<file path="src/rtl/sram_arb_pkg.sv">
// Shared types and sizes for the two-port SRAM arbiter.
//   arb_state_t : arbiter FSM states
//   mem_req_t   : one latched SRAM request (wren, addr, wdata, bmask)
//   make_req()  : packs the request fields of one port into a mem_req_t
package sram_arb_pkg;

  localparam int SRAM_AW = 18;
  localparam int SRAM_DW = 32;
  localparam int SRAM_BW = SRAM_DW / 8;

  typedef enum logic [1:0] {
    IDLE   = 2'd0,
    BUSY_A = 2'd1,
    BUSY_B = 2'd2
  } arb_state_t;

  typedef struct packed {
    logic               wren;
    logic [SRAM_AW-1:0] addr;
    logic [SRAM_DW-1:0] wdata;
    logic [SRAM_BW-1:0] bmask;
  } mem_req_t;

  function automatic mem_req_t make_req(
    input logic               wren,
    input logic [SRAM_AW-1:0] addr,
    input logic [SRAM_DW-1:0] wdata,
    input logic [SRAM_BW-1:0] bmask
  );
    mem_req_t r;
    r.wren  = wren;
    r.addr  = addr;
    r.wdata = wdata;
    r.bmask = bmask;
    return r;
  endfunction

endpackage

</file>
<file path="src/rtl/rr_arb2.sv">
// Two-requester round-robin pick.
//   req[1:0]   : request vector, bit 0 = port A, bit 1 = port B
//   last_grant : port granted most recently (0 = A, 1 = B)
//   grant[1:0] : one-hot winner, all zero when nobody requests
module rr_arb2 (
  input  logic [1:0] req,
  input  logic       last_grant,
  output logic [1:0] grant
);

  always_comb begin
    grant = 2'b00;
    unique case (req)
      2'b01:   grant = 2'b01;
      2'b10:   grant = 2'b10;
      // On a tie the port that did not win last time goes first.
      2'b11:   grant = last_grant ? 2'b01 : 2'b10;
      default: grant = 2'b00;
    endcase
  end

endmodule

</file>
<file path="src/rtl/sram_port_arbiter.sv">
// Arbitrates an LSU port (A) and an instruction-fetch port (B) onto a single
// 32-bit SRAM controller, one transaction outstanding at a time.
//   i_clk, i_rst_n           : clock, asynchronous active-low reset
//   i_x_req/wren/addr/wdata/bmask : per-port request (x = a, b)
//   o_x_rdata, o_x_ack       : per-port registered read data, completion pulse
//   o_mem_*                  : request to the SRAM controller (all registered)
//   i_mem_rdata, i_mem_ack   : response from the SRAM controller
//   o_timeout_err            : sticky, set when a transaction is aborted
module sram_port_arbiter
  import sram_arb_pkg::*;
#(
  parameter int unsigned TIMEOUT_CYC = 16
) (
  input  logic               i_clk,
  input  logic               i_rst_n,
  input  logic               i_a_req,
  input  logic               i_a_wren,
  input  logic [SRAM_AW-1:0] i_a_addr,
  input  logic [SRAM_DW-1:0] i_a_wdata,
  input  logic [SRAM_BW-1:0] i_a_bmask,
  input  logic               i_b_req,
  input  logic               i_b_wren,
  input  logic [SRAM_AW-1:0] i_b_addr,
  input  logic [SRAM_DW-1:0] i_b_wdata,
  input  logic [SRAM_BW-1:0] i_b_bmask,
  output logic [SRAM_DW-1:0] o_a_rdata,
  output logic               o_a_ack,
  output logic [SRAM_DW-1:0] o_b_rdata,
  output logic               o_b_ack,
  output logic [SRAM_AW-1:0] o_mem_addr,
  output logic [SRAM_DW-1:0] o_mem_wdata,
  output logic [SRAM_BW-1:0] o_mem_bmask,
  output logic               o_mem_wren,
  output logic               o_mem_rden,
  input  logic [SRAM_DW-1:0] i_mem_rdata,
  input  logic               i_mem_ack,
  output logic               o_timeout_err
);

  // Counter value in the last BUSY cycle before an abort.
  localparam logic [7:0] CNT_LAST = 8'(TIMEOUT_CYC - 1);

  arb_state_t         state_reg, state_next;
  mem_req_t           lat_reg, lat_next;
  logic [7:0]         cnt_reg, cnt_next;
  logic               rden_reg, rden_next;
  logic               wren_reg, wren_next;
  logic               a_ack_reg, a_ack_next;
  logic               b_ack_reg, b_ack_next;
  logic [SRAM_DW-1:0] a_rdata_reg, a_rdata_next;
  logic [SRAM_DW-1:0] b_rdata_reg, b_rdata_next;
  logic               terr_reg, terr_next;
  logic               last_b_reg, last_b_next;  // 1 = port B granted last
  logic [1:0]         grant;

  rr_arb2 u_rr_arb2 (
    .req        ({i_b_req, i_a_req}),
    .last_grant (last_b_reg),
    .grant      (grant)
  );

  always_comb begin
    logic               done;
    logic               abort;
    logic [SRAM_DW-1:0] result;

    state_next   = state_reg;
    lat_next     = lat_reg;
    cnt_next     = cnt_reg;
    rden_next    = rden_reg;
    wren_next    = wren_reg;
    a_ack_next   = 1'b0;
    b_ack_next   = 1'b0;
    a_rdata_next = a_rdata_reg;
    b_rdata_next = b_rdata_reg;
    terr_next    = terr_reg;
    last_b_next  = last_b_reg;
    done         = 1'b0;
    abort        = 1'b0;
    result       = '0;

    unique case (state_reg)
      IDLE: begin
        // i_mem_ack is deliberately not looked at here.
        if (grant[0]) begin
          state_next  = BUSY_A;
          lat_next    = make_req(i_a_wren, i_a_addr, i_a_wdata, i_a_bmask);
          last_b_next = 1'b0;
          cnt_next    = '0;
          wren_next   = i_a_wren;
          rden_next   = ~i_a_wren;
        end else if (grant[1]) begin
          state_next  = BUSY_B;
          lat_next    = make_req(i_b_wren, i_b_addr, i_b_wdata, i_b_bmask);
          last_b_next = 1'b1;
          cnt_next    = '0;
          wren_next   = i_b_wren;
          rden_next   = ~i_b_wren;
        end
      end

      BUSY_A, BUSY_B: begin
        // A real ack in the final counter cycle wins over the abort.
        if (i_mem_ack) begin
          done = 1'b1;
        end else if (cnt_reg == CNT_LAST) begin
          done  = 1'b1;
          abort = 1'b1;
        end else begin
          cnt_next = cnt_reg + 8'd1;
        end

        if (done) begin
          state_next = IDLE;
          rden_next  = 1'b0;
          wren_next  = 1'b0;
          result     = abort ? '0 : i_mem_rdata;
          if (abort) terr_next = 1'b1;
          if (state_reg == BUSY_B) begin
            b_ack_next = 1'b1;
            if (!lat_reg.wren) b_rdata_next = result;
          end else begin
            a_ack_next = 1'b1;
            if (!lat_reg.wren) a_rdata_next = result;
          end
        end
      end

      default: state_next = IDLE;
    endcase
  end

  always_ff @(posedge i_clk or negedge i_rst_n) begin
    if (!i_rst_n) begin
      state_reg   <= IDLE;
      lat_reg     <= '0;
      cnt_reg     <= '0;
      rden_reg    <= 1'b0;
      wren_reg    <= 1'b0;
      a_ack_reg   <= 1'b0;
      b_ack_reg   <= 1'b0;
      a_rdata_reg <= '0;
      b_rdata_reg <= '0;
      terr_reg    <= 1'b0;
      last_b_reg  <= 1'b1;  // so that A wins the first tie
    end else begin
      state_reg   <= state_next;
      lat_reg     <= lat_next;
      cnt_reg     <= cnt_next;
      rden_reg    <= rden_next;
      wren_reg    <= wren_next;
      a_ack_reg   <= a_ack_next;
      b_ack_reg   <= b_ack_next;
      a_rdata_reg <= a_rdata_next;
      b_rdata_reg <= b_rdata_next;
      terr_reg    <= terr_next;
      last_b_reg  <= last_b_next;
    end
  end

  assign o_mem_addr    = lat_reg.addr;
  assign o_mem_wdata   = lat_reg.wdata;
  assign o_mem_bmask   = lat_reg.bmask;
  assign o_mem_wren    = wren_reg;
  assign o_mem_rden    = rden_reg;
  assign o_a_ack       = a_ack_reg;
  assign o_b_ack       = b_ack_reg;
  assign o_a_rdata     = a_rdata_reg;
  assign o_b_rdata     = b_rdata_reg;
  assign o_timeout_err = terr_reg;

endmodule

</file>
<file path="config.mk">
export PLATFORM = sky130hd
export DESIGN_NAME = sram_port_arbiter
export DESIGN_NICKNAME = d
export VERILOG_FILES = /design/src/rtl/sram_arb_pkg.sv /design/src/rtl/rr_arb2.sv /design/src/rtl/sram_port_arbiter.sv
export SDC_FILE = /design/constraint.sdc
export NUM_CORES = 1
export LEC_CHECK = 0
export BUFFER_PORTS_ARGS = -buffer_cell sky130_fd_sc_hd__buf_2
export CAP_MARGIN = 20
export CORE_UTILIZATION = 25
export DETAILED_ROUTE_END_ITERATION = 12
export GPL_TIMING_DRIVEN = 0
export HOLD_SLACK_MARGIN = 0.05
export PLACE_DENSITY_LB_ADDON = 0.3
export SETUP_SLACK_MARGIN = 0.05
export SLEW_MARGIN = 20
export SYNTH_ARGS = -nofsm -noshare
export SYNTH_HDL_FRONTEND = slang
export SYNTH_SLANG_ARGS = --single-unit
</file>
<file path="constraint.sdc">
create_clock -name i_clk -period 2.3 [get_ports i_clk]
set_input_delay 0 -clock i_clk [delete_from_list [all_inputs] [get_ports i_clk]]
set_output_delay 0 -clock i_clk [all_outputs]
set_load 0.02 [all_outputs]
</file>
Word-level counts from Yosys, hierarchy flattened
Cells that the tools add are included.
Operators by class
  $add $sub $neg: 1
  equality and inequality tests: 10
  mux-type cells: 34
  bitwise gates (word level): 4
  reductions and logical operators: 11
Operator list (number)
  55-bit 2-to-1 mux: 2
  32-bit 2-to-1 mux: 1
  8-bit 2-to-1 mux: 4
  1-bit 2-to-1 mux: 18
  8-bit one-hot mux with 2 select lines: 1
  4-bit AND reduction: 3
  8-bit by 1-bit adder with 8-bit output, second input constant: 1
  8-bit by 4-bit == test with 1-bit output, second input constant: 1
  2-bit 2-to-1 mux: 4
  2-bit == test, second input constant: 3
  2-bit inequality test, second input constant: 3
  2-bit one-hot mux with 3 select lines: 1
  3-bit AND reduction: 2
  2-bit by 1-bit == test with 1-bit output, second input constant: 2
  1-bit NOT: 4
  1-bit one-hot mux with 2 select lines: 2
  2-bit one-hot mux with 2 select lines: 1
  2-bit AND reduction: 2
  2-bit nonzero test: 2
  3-bit inequality test, second input constant: 1
  2-bit zero test: 1
  2-bit OR reduction: 1
Word-level totals
  flip-flop bits (word level): 135
  input bits: 147
  output and inout port bits: 123
  word-level logic and storage cells: 74

Longest topological paths before layout
Gate-level depths: netlist (run 1).
  word-level depth: 6
  gate-level depth with buffers: 8
  depth with buffers taken out: 6

Modules after synthesis
A second synthesis (run 1) with hierarchy kept.
Second synthesis, totals
  cell total of the unflattened synthesis: 524
  area, all modules: 6014.5 µm²
Modules (own cells, without submodules)
  sram_port_arbiter: times used 1, cells each 521, area each 5995.8 µm², sequential area each 3379.5 µm²
  rr_arb2: times used 1, cells each 3, area each 18.8 µm², sequential area each 0.0 µm²

Worst setup path before layout (run 1)
OpenSTA, ideal clock, no wires.
  kind: register -> register
  start: reg state_reg[1]
  end: reg cnt_reg[5]
  library setup time: 0.126 ns
  data arrival time: 1.730 ns
  slack: 0.444 ns
  stages on the path, launching flop included: 7
  path buffers: 0
  clock period less this slack: 1.856 ns
  cells stage by stage: dfrtp_1 -> inv_1 -> ha_1 -> nor2b_1 -> o211ai_2 -> o311a_1 -> a311o_1
Between the ends
  cells in the longest elaborated chain, start to end: 4
Ends and longest elaborated chain
  from (decl): line sram_port_arbiter.sv:43  | arb_state_t state_reg, state_next;
  from (signal assigned): line sram_port_arbiter.sv:147  | state_reg <= state_next;
  2-bit == test or 2-bit by 1-bit == test with 1-bit output (tied branches): line sram_port_arbiter.sv:82  | unique case (state_reg)
  2-bit OR reduction: line sram_port_arbiter.sv:82
  2-bit inequality test (no source line) or 2-bit nonzero test (tied branches)
  4-bit AND reduction (no source line)
  to (signal assigned): line sram_port_arbiter.sv:149  | cnt_reg <= cnt_next;
  to (decl): line sram_port_arbiter.sv:45  | logic [7:0] cnt_reg, cnt_next;
Parallel ways exist; a longest one is shown, timed or not.
A chain may end at the register's enable or synchronous reset.

Final worst setup path (run 1)
  start: reg last_b_reg
  end: reg rden_reg (netlist: o_mem_rden)
Between the ends
  cells in the longest elaborated chain, start to end: 4
Ends and longest elaborated chain
  from (decl): line sram_port_arbiter.sv:53  | logic last_b_reg, last_b_next;
  from (signal assigned): line sram_port_arbiter.sv:157  | last_b_reg <= last_b_next;
  2-bit 2-to-1 mux *: line rr_arb2.sv:17  | 2'b11: grant = last_grant ? 2'b01 : 2'b10;
  2-bit one-hot mux with 3 select lines *: line rr_arb2.sv:13  | unique case (req)
  3-bit inequality test (no source line) or 1-bit 2-to-1 mux (tied branches)
  3-bit AND reduction (no source line) or 1-bit one-hot mux with 2 select lines (tied branches)
  to (signal assigned): line sram_port_arbiter.sv:150  | rden_reg <= rden_next;
  to (decl): line sram_port_arbiter.sv:46  | logic rden_reg, rden_next;
Mark *: on every way between the ends. The rest lies on a longest branch, timed or not.

==> flow_metrics.env, run 1 <==
export IMPL_outcome="complete, no violations"
export IMPL_n_fill_cell=2202
export IMPL_dieArea_um2=24200
export IMPL_drc=0
export IMPL_synth_edf_count=0
export IMPL_ir_worst_vdd_v=0.000560
export IMPL_yosysMostFrequentCell="dfrtp_1"
export IMPL_cp_data_required_time_ps=2600
export IMPL_grt_pass1_vias=5893
export IMPL_power_leakage_nw=5.23
export IMPL_synth_seq_cells=135
export IMPL_worst_hold_slack_ps=107
export IMPL_wirelength_mm=18.9
export IMPL_p_per_area_nw_per_um2=1300
export IMPL_cts_max_path_buffers=2
export IMPL_nets=1060
export IMPL_vias=5491
export IMPL_seq_area_frac_synth_pct=57.2
export IMPL_portBuffers=269
export IMPL_clock_fmax_mhz=475
export IMPL_cts_buffers=17
export IMPL_start_util_pct=25.8
export IMPL_syn_to_final_growth_pct=65.2
export IMPL_p_switching_mw=4.96
export IMPL_cts_tree="yes"
export IMPL_p_int_mw=7.69
export IMPL_place_congestion=0.734
export IMPL_finalSetupViolCount=0
export IMPL_clkPwrFrac_pct=20.9
export IMPL_avgSynthCellArea_um2=12.5
export IMPL_grt_usage_pct=15.9
export IMPL_reg2reg_from="last_b_reg"
export IMPL_dr_pass1_iters=6
export IMPL_fin_worst_skew_ps=8.99
export IMPL_core_area_um2=22900
export IMPL_htree_levels=4
export IMPL_ys_top_cells_by_area="dfrtp_1 57%, a22o_1 18%, a21o_1 7.4%, buf_4 6.9%, clkbuf_1 1.4%"
export IMPL_clock_sinks=135
export IMPL_viasPerCell=4.45
export IMPL_die_h_um=156
export IMPL_r2r_cells=4
export IMPL_critPathMaxFanout=3
export IMPL_seq_power_share_pct=32.1
export IMPL_synth_area_leader_cell="dfrtp_1"
export IMPL_synth_commonest_cells="134 x dfrtp_1, 121 x a22o_1, 58 x a21o_1, 54 x buf_4, 22 x clkbuf_1"
export IMPL_antenna_left=0
export IMPL_path_class="register to register"
export IMPL_finalWorstSetupSlack_ps=195
export IMPL_drtIter0Drc=319
export IMPL_yosys_warnings=0
export IMPL_drv_slew=0
export IMPL_cp_data_arrival_time_ps=2410
export IMPL_synth_top_cell_area_share_pct=56.8
export IMPL_max_cap_violations=0
export IMPL_finalSetupTns_ps=0
export IMPL_io_pins=270
export IMPL_max_slew_margin_rel_pct=56.2
export IMPL_finalHoldViolCount=0
export IMPL_synth_async_reset_ratio_pct=100
export IMPL_synth_cell_type_count=43
export IMPL_synthCells=474
export IMPL_post_dp_hpwl_mm=12.4
export IMPL_period_share_pct=91.5
export IMPL_antenna_found_initial=0
export IMPL_p_comb_share_pct=47.0
export IMPL_synth_main_ff_cell="dfrtp_1"
export IMPL_fp_dieW_um=156
export IMPL_place_ws_ps=-416
export IMPL_synth_nets=626
export IMPL_fin_crit_ps=2110
export IMPL_post_drt_wl_per_cell_um=15.3
export IMPL_r2r_end="o_mem_rden"
export IMPL_overflow=0
export IMPL_cp_end_kind="register"
export IMPL_start_kind="register"
export IMPL_swShare_pct=39.2
export IMPL_grt_pass1_wl_mm=30.5
export IMPL_worst_slew_pin_slew_ps=650
export IMPL_grt_max_degree=78
export IMPL_cts_root_buf="clkbuf_16"
export IMPL_reg2reg_slack_ps=190
export IMPL_rsz0062_at_grt="false"
export IMPL_fp_row_count=55
export IMPL_n_antenna_cell=0
export IMPL_clkLatencyLatePin_ps=420
export IMPL_synth_area_um2=5900
export IMPL_hold_class="input port to asynchronous set/reset pin"
export IMPL_clk_pin_slew_ps=70
export IMPL_layout_drive_gt1_share_pct=41.3
-- per-stage QoR --
step                      util, %  cells  power [mW]  cell area [µm²]
final                        42.6   1234        12.6             9750
after global routing         42.6   1234        13.4             9750
after CTS                    42.4   1234        12.7             9720
after detailed placement     33.5   1057        9.75             7680
after global placement       33.3   1056        9.72             7640
after floorplan                 -    474        7.92             5900
-- per-layer routing --
layer	vias to the layer above	share of wire, %	track usage [%]
met3	26	6.1	4.25
li1	2603	-	-
met4	0	1.7	5.37
met5	-	0	0
met1	2649	44	19.2
met2	213	49	27.5
-- worst max-delay path: stages, from the launching register on --
cell	delay [ps]
dfstp_2	390
o21ai_0	520
mux2i_1	150
dlygate4sd3_1	590
a221o_1	340
-- logic make-up (layout without fill, tap and decap cells) --
logic type,count (synthesis),after routing,synth area share [%]
AO/OA/AOI/OAI,201,201,28.1
flip-flops,135,135,57.2
buffers and inverters,94,541,9.69
AND/OR/NAND/NOR,36,36,3.43
adder cells (fa/ha/maj),5,5,1.06
multiplexers,2,2,0.360
XOR/XNOR,1,1,0.148
-- placed cells by master (no fill, tap or decap), types with 3 or more instances in the layout --
cell	netlist	final
a21o_1	58	58
a22o_1	121	121
buf_2	7	275
buf_4	54	54
clkbuf_1	22	19
clkbuf_16	0	17
clkbuf_2	0	3
clkinvlp_4	0	3
dfrtp_1	134	134
dlygate4sd3_1	0	145
ha_1	5	4
inv_1	7	7
inv_6	0	5
nand2_1	5	5
nand3_1	4	4
nor2_1	7	6
nor2b_1	3	3
nor3b_1	3	3
o21ai_0	5	5
o21ai_1	4	3
-- timing repair --
item | 4_1_cts | 5_1_grt
setup endpoints to repair | 52 | 54
hold buffers | 145 | 0
setup buffers | 0 | 0
gates resized for setup | 7 | 11
cloned | 0 | 0
endpoints found under the hold margin | 257 | 0
-- final cells by class --
| class | count | area (µm²) | share of cell area, % |
|---|---|---|---|
| Inverter | 7 | 26.3 | 0.269 |
| Buffer | 87 | 564 | 5.79 |
| Timing Repair Buffer | 415 | 2840 | 29.1 |
| Sequential cell | 135 | 3380 | 34.7 |
| Multi-Input combinational cell | 245 | 1980 | 20.3 |
| Tap cell | 313 | 392 | 4.02 |
| Clock inverter | 14 | 139 | 1.42 |
| Clock buffer | 18 | 439 | 4.50 |
-- power by group through the flow --
stage | Clock, mW | Sequential (mW) | Combinational [mW]
final | 2.64 | 4.06 | 5.95
after global routing | 2.84 | 4.18 | 6.42
after CTS | 2.75 | 4.03 | 5.93
after detailed placement | 0 | 4.04 | 5.71
after global placement | 0 | 4.05 | 5.68
after floorplan | 0 | 4.61 | 3.31
-- how the worst max path moves through the flow --
stage,cells after the start,from,end
2_1_floorplan,6,state_reg[1],cnt_reg[5]
3_3_place_gp,1,i_rst_n,o_mem_addr[13]
3_5_place_dp,8,state_reg[0],o_mem_addr[7]
4_1_cts,8,state_reg[0],o_mem_addr[7]
5_1_grt,4,last_b_reg,o_mem_rden
6_report,4,last_b_reg,o_mem_rden
(Power assumes the default switching activity.)
==> run 2: changes to the inputs <==
Clock period 2.3 ns to 1.7 ns, I/O delays scaled along.
==> flow_metrics.env, run 2 (synthesis results as in run 1) <==
export IMPL_reg2reg_from="cnt_reg[7]"
export IMPL_use_met1_pct=20.4
export IMPL_worst_slew_pin_slew_ps=571
export IMPL_placed_area_um2=7710
export IMPL_design_area_um2=10400
export IMPL_io_pins=270
export IMPL_clock_fmax_mhz=557
export IMPL_dr_pass1_iters=4
export IMPL_syn_to_final_growth_pct=75.6
export IMPL_overflow=0
export IMPL_layout_drive_gt1_share_pct=47.1
export IMPL_start_kind="register"
export IMPL_viasPerCell=4.52
export IMPL_p_per_area_nw_per_um2=1740
export IMPL_vias=5737
export IMPL_clkLatencyLatePin_ps=410
export IMPL_finalSetupViolCount=78
export IMPL_post_dp_hpwl_mm=13.0
export IMPL_die_h_um=156
export IMPL_final_cell_count_no_fill=1269
export IMPL_dieArea_um2=24200
export IMPL_wirelength_mm=20.5
export IMPL_final_common_cell="buf_2"
export IMPL_cts_root_buf="clkbuf_16"
export IMPL_cp_end_kind="register"
export IMPL_start_util_pct=25.8
export IMPL_fp_row_count=55
export IMPL_ir_worst_vdd_v=0.000821
export IMPL_place_congestion=0.736
export IMPL_place_ws_ps=-706
export IMPL_max_slew_margin_rel_pct=61.9
export IMPL_fin_crit_ps=1800
export IMPL_r2r_end="o_b_rdata[9]"
export IMPL_drc=0
export IMPL_p_total_mw=18.1
export IMPL_dp_cells=1057
export IMPL_busiest_layer="met2"
export IMPL_use_met2_pct=29.1
export IMPL_cp_data_arrival_time_ps=2090
export IMPL_reg2reg_slack_ps=-100
export IMPL_rsz0062_at_grt="true"
export IMPL_antenna_left=0
export IMPL_cts_max_path_buffers=2
export IMPL_cp_data_required_time_ps=1990
export IMPL_post_drt_wl_per_cell_um=16.1
export IMPL_n_fill_cell=2114
export IMPL_finalHoldViolCount=0
export IMPL_portBuffers=269
export IMPL_fin_worst_skew_ps=14.3
export IMPL_clk_pin_slew_ps=70
export IMPL_grt_util_met3_pct=4.31
export IMPL_htree_levels=4
export IMPL_n_antenna_cell=0
export IMPL_max_cap_violations=0
export IMPL_cts_buffers=17
export IMPL_violations="negative setup slack"
export IMPL_cts_tree="yes"
export IMPL_drtIter0Drc=276
export IMPL_finalWorstSetupSlack_ps=-96.0
export IMPL_period_share_pct=106
export IMPL_antenna_found_initial=0
export IMPL_clock_sinks=135
export IMPL_fp_dieW_um=156
export IMPL_path_class="register to register"
export IMPL_grt_pass1_vias=6172
export IMPL_drv_slew=0
export IMPL_final_cell_mix="268 x buf_2, 143 x dlygate4sd3_1, 133 x dfrtp_1, 121 x a22o_1, 81 x buf_4"
export IMPL_grt_pass1_wl_mm=31.8
export IMPL_power_leakage_nw=5.56
export IMPL_critPathMaxFanout=10
export IMPL_hold_class="input port to asynchronous set/reset pin"
export IMPL_r2r_cells=5
export IMPL_outcome="finished, violations left"
export IMPL_core_area_um2=22900
export IMPL_nets=1095
export IMPL_grt_usage_pct=16.9
export IMPL_grt_max_degree=81
-- run 2: changes by cell type in the layout (fill, tap and decap cells not counted), moves of 3 or more --
cell       previous run  this run
buf_4                54        81
clkbuf_1             19         0
buf_6                 2        15
buf_2               275       268
clkbuf_2              3         9
buf_12                0         4
buf_8                 1         5
clkbuf_4              2         6
clkbuf_16            17        20
inv_1                 7         4
-- run 2: metal layers --
| layer | vias to the layer above | routed length, µm |
|---|---|---|
| met3 | 30 | 1140 |
| li1 | 2682 | - |
| met4 | 0 | 352 |
| met2 | 214 | 10000 |
| met5 | - | 0 |
| met1 | 2811 | 8960 |
-- run 2: critical path, stage by stage, from the launching register on --
cell and delay, ps:
dfrtp_1 390, or4_4 590, nor2_4 210, o21ai_4 120, buf_6 180, a22o_1 180
-- run 2: per-stage QoR --
| step | TNS, ps | hold slack, ps | util (%) |
|---|---|---|---|
| floorplan | -784 | -296 | - |
| global route | -12230 | 122 | 45.2 |
| detailed placement | -54350 | -32.2 | 33.6 |
| global placement | -260840 | 201 | 33.5 |
| finish | -5120 | 107 | 45.2 |
| CTS | -3360 | 76.1 | 44.2 |
-- run 2: worst max path at each step --
stage	start	endpoint	slack, ps	depth (start not counted)
floorplan	cnt_reg[4]	cnt_reg[3]	-40	5
global placement	i_rst_n	o_mem_wdata[12]	-1490	1
detailed placement	state_reg[0]	o_mem_addr[2]	-710	8
CTS	state_reg[0]	o_mem_addr[6]	-70	9
global route	cnt_reg[7]	cnt_reg[3]	-160	5
finish	cnt_reg[7]	o_b_rdata[9]	-100	5
-- run 2: timing repair --
item	in CTS	in global routing
hold buffers	143	0
cloned	2	5
pin swaps	8	8
endpoints found under the hold margin	256	0
setup buffers	23	10
setup endpoints to repair	133	129
gates resized for setup	66	36
-- run 2: where the power goes --
group / internal (mW) / switching, mW / leakage [nW] / total [mW]
combinational: 4.50 / 4.51 / 3.59 / 9.01
sequential: 4.64 / 0.847 / 1.69 / 5.49
clock: 1.97 / 1.59 / 0.270 / 3.56
-- run 2: cell type report --
type / instances / area, µm² / share of cell area [%]
buffer: 85 / 687 / 6.63
clock buffer: 18 / 439 / 4.24
clock inverter: 14 / 129 / 1.24
inverter: 7 / 28.8 / 0.278
multi-input combinational: 245 / 2060 / 19.8
sequential: 135 / 3380 / 32.6
tap: 313 / 392 / 3.78
timing repair buffer: 452 / 3250 / 31.4
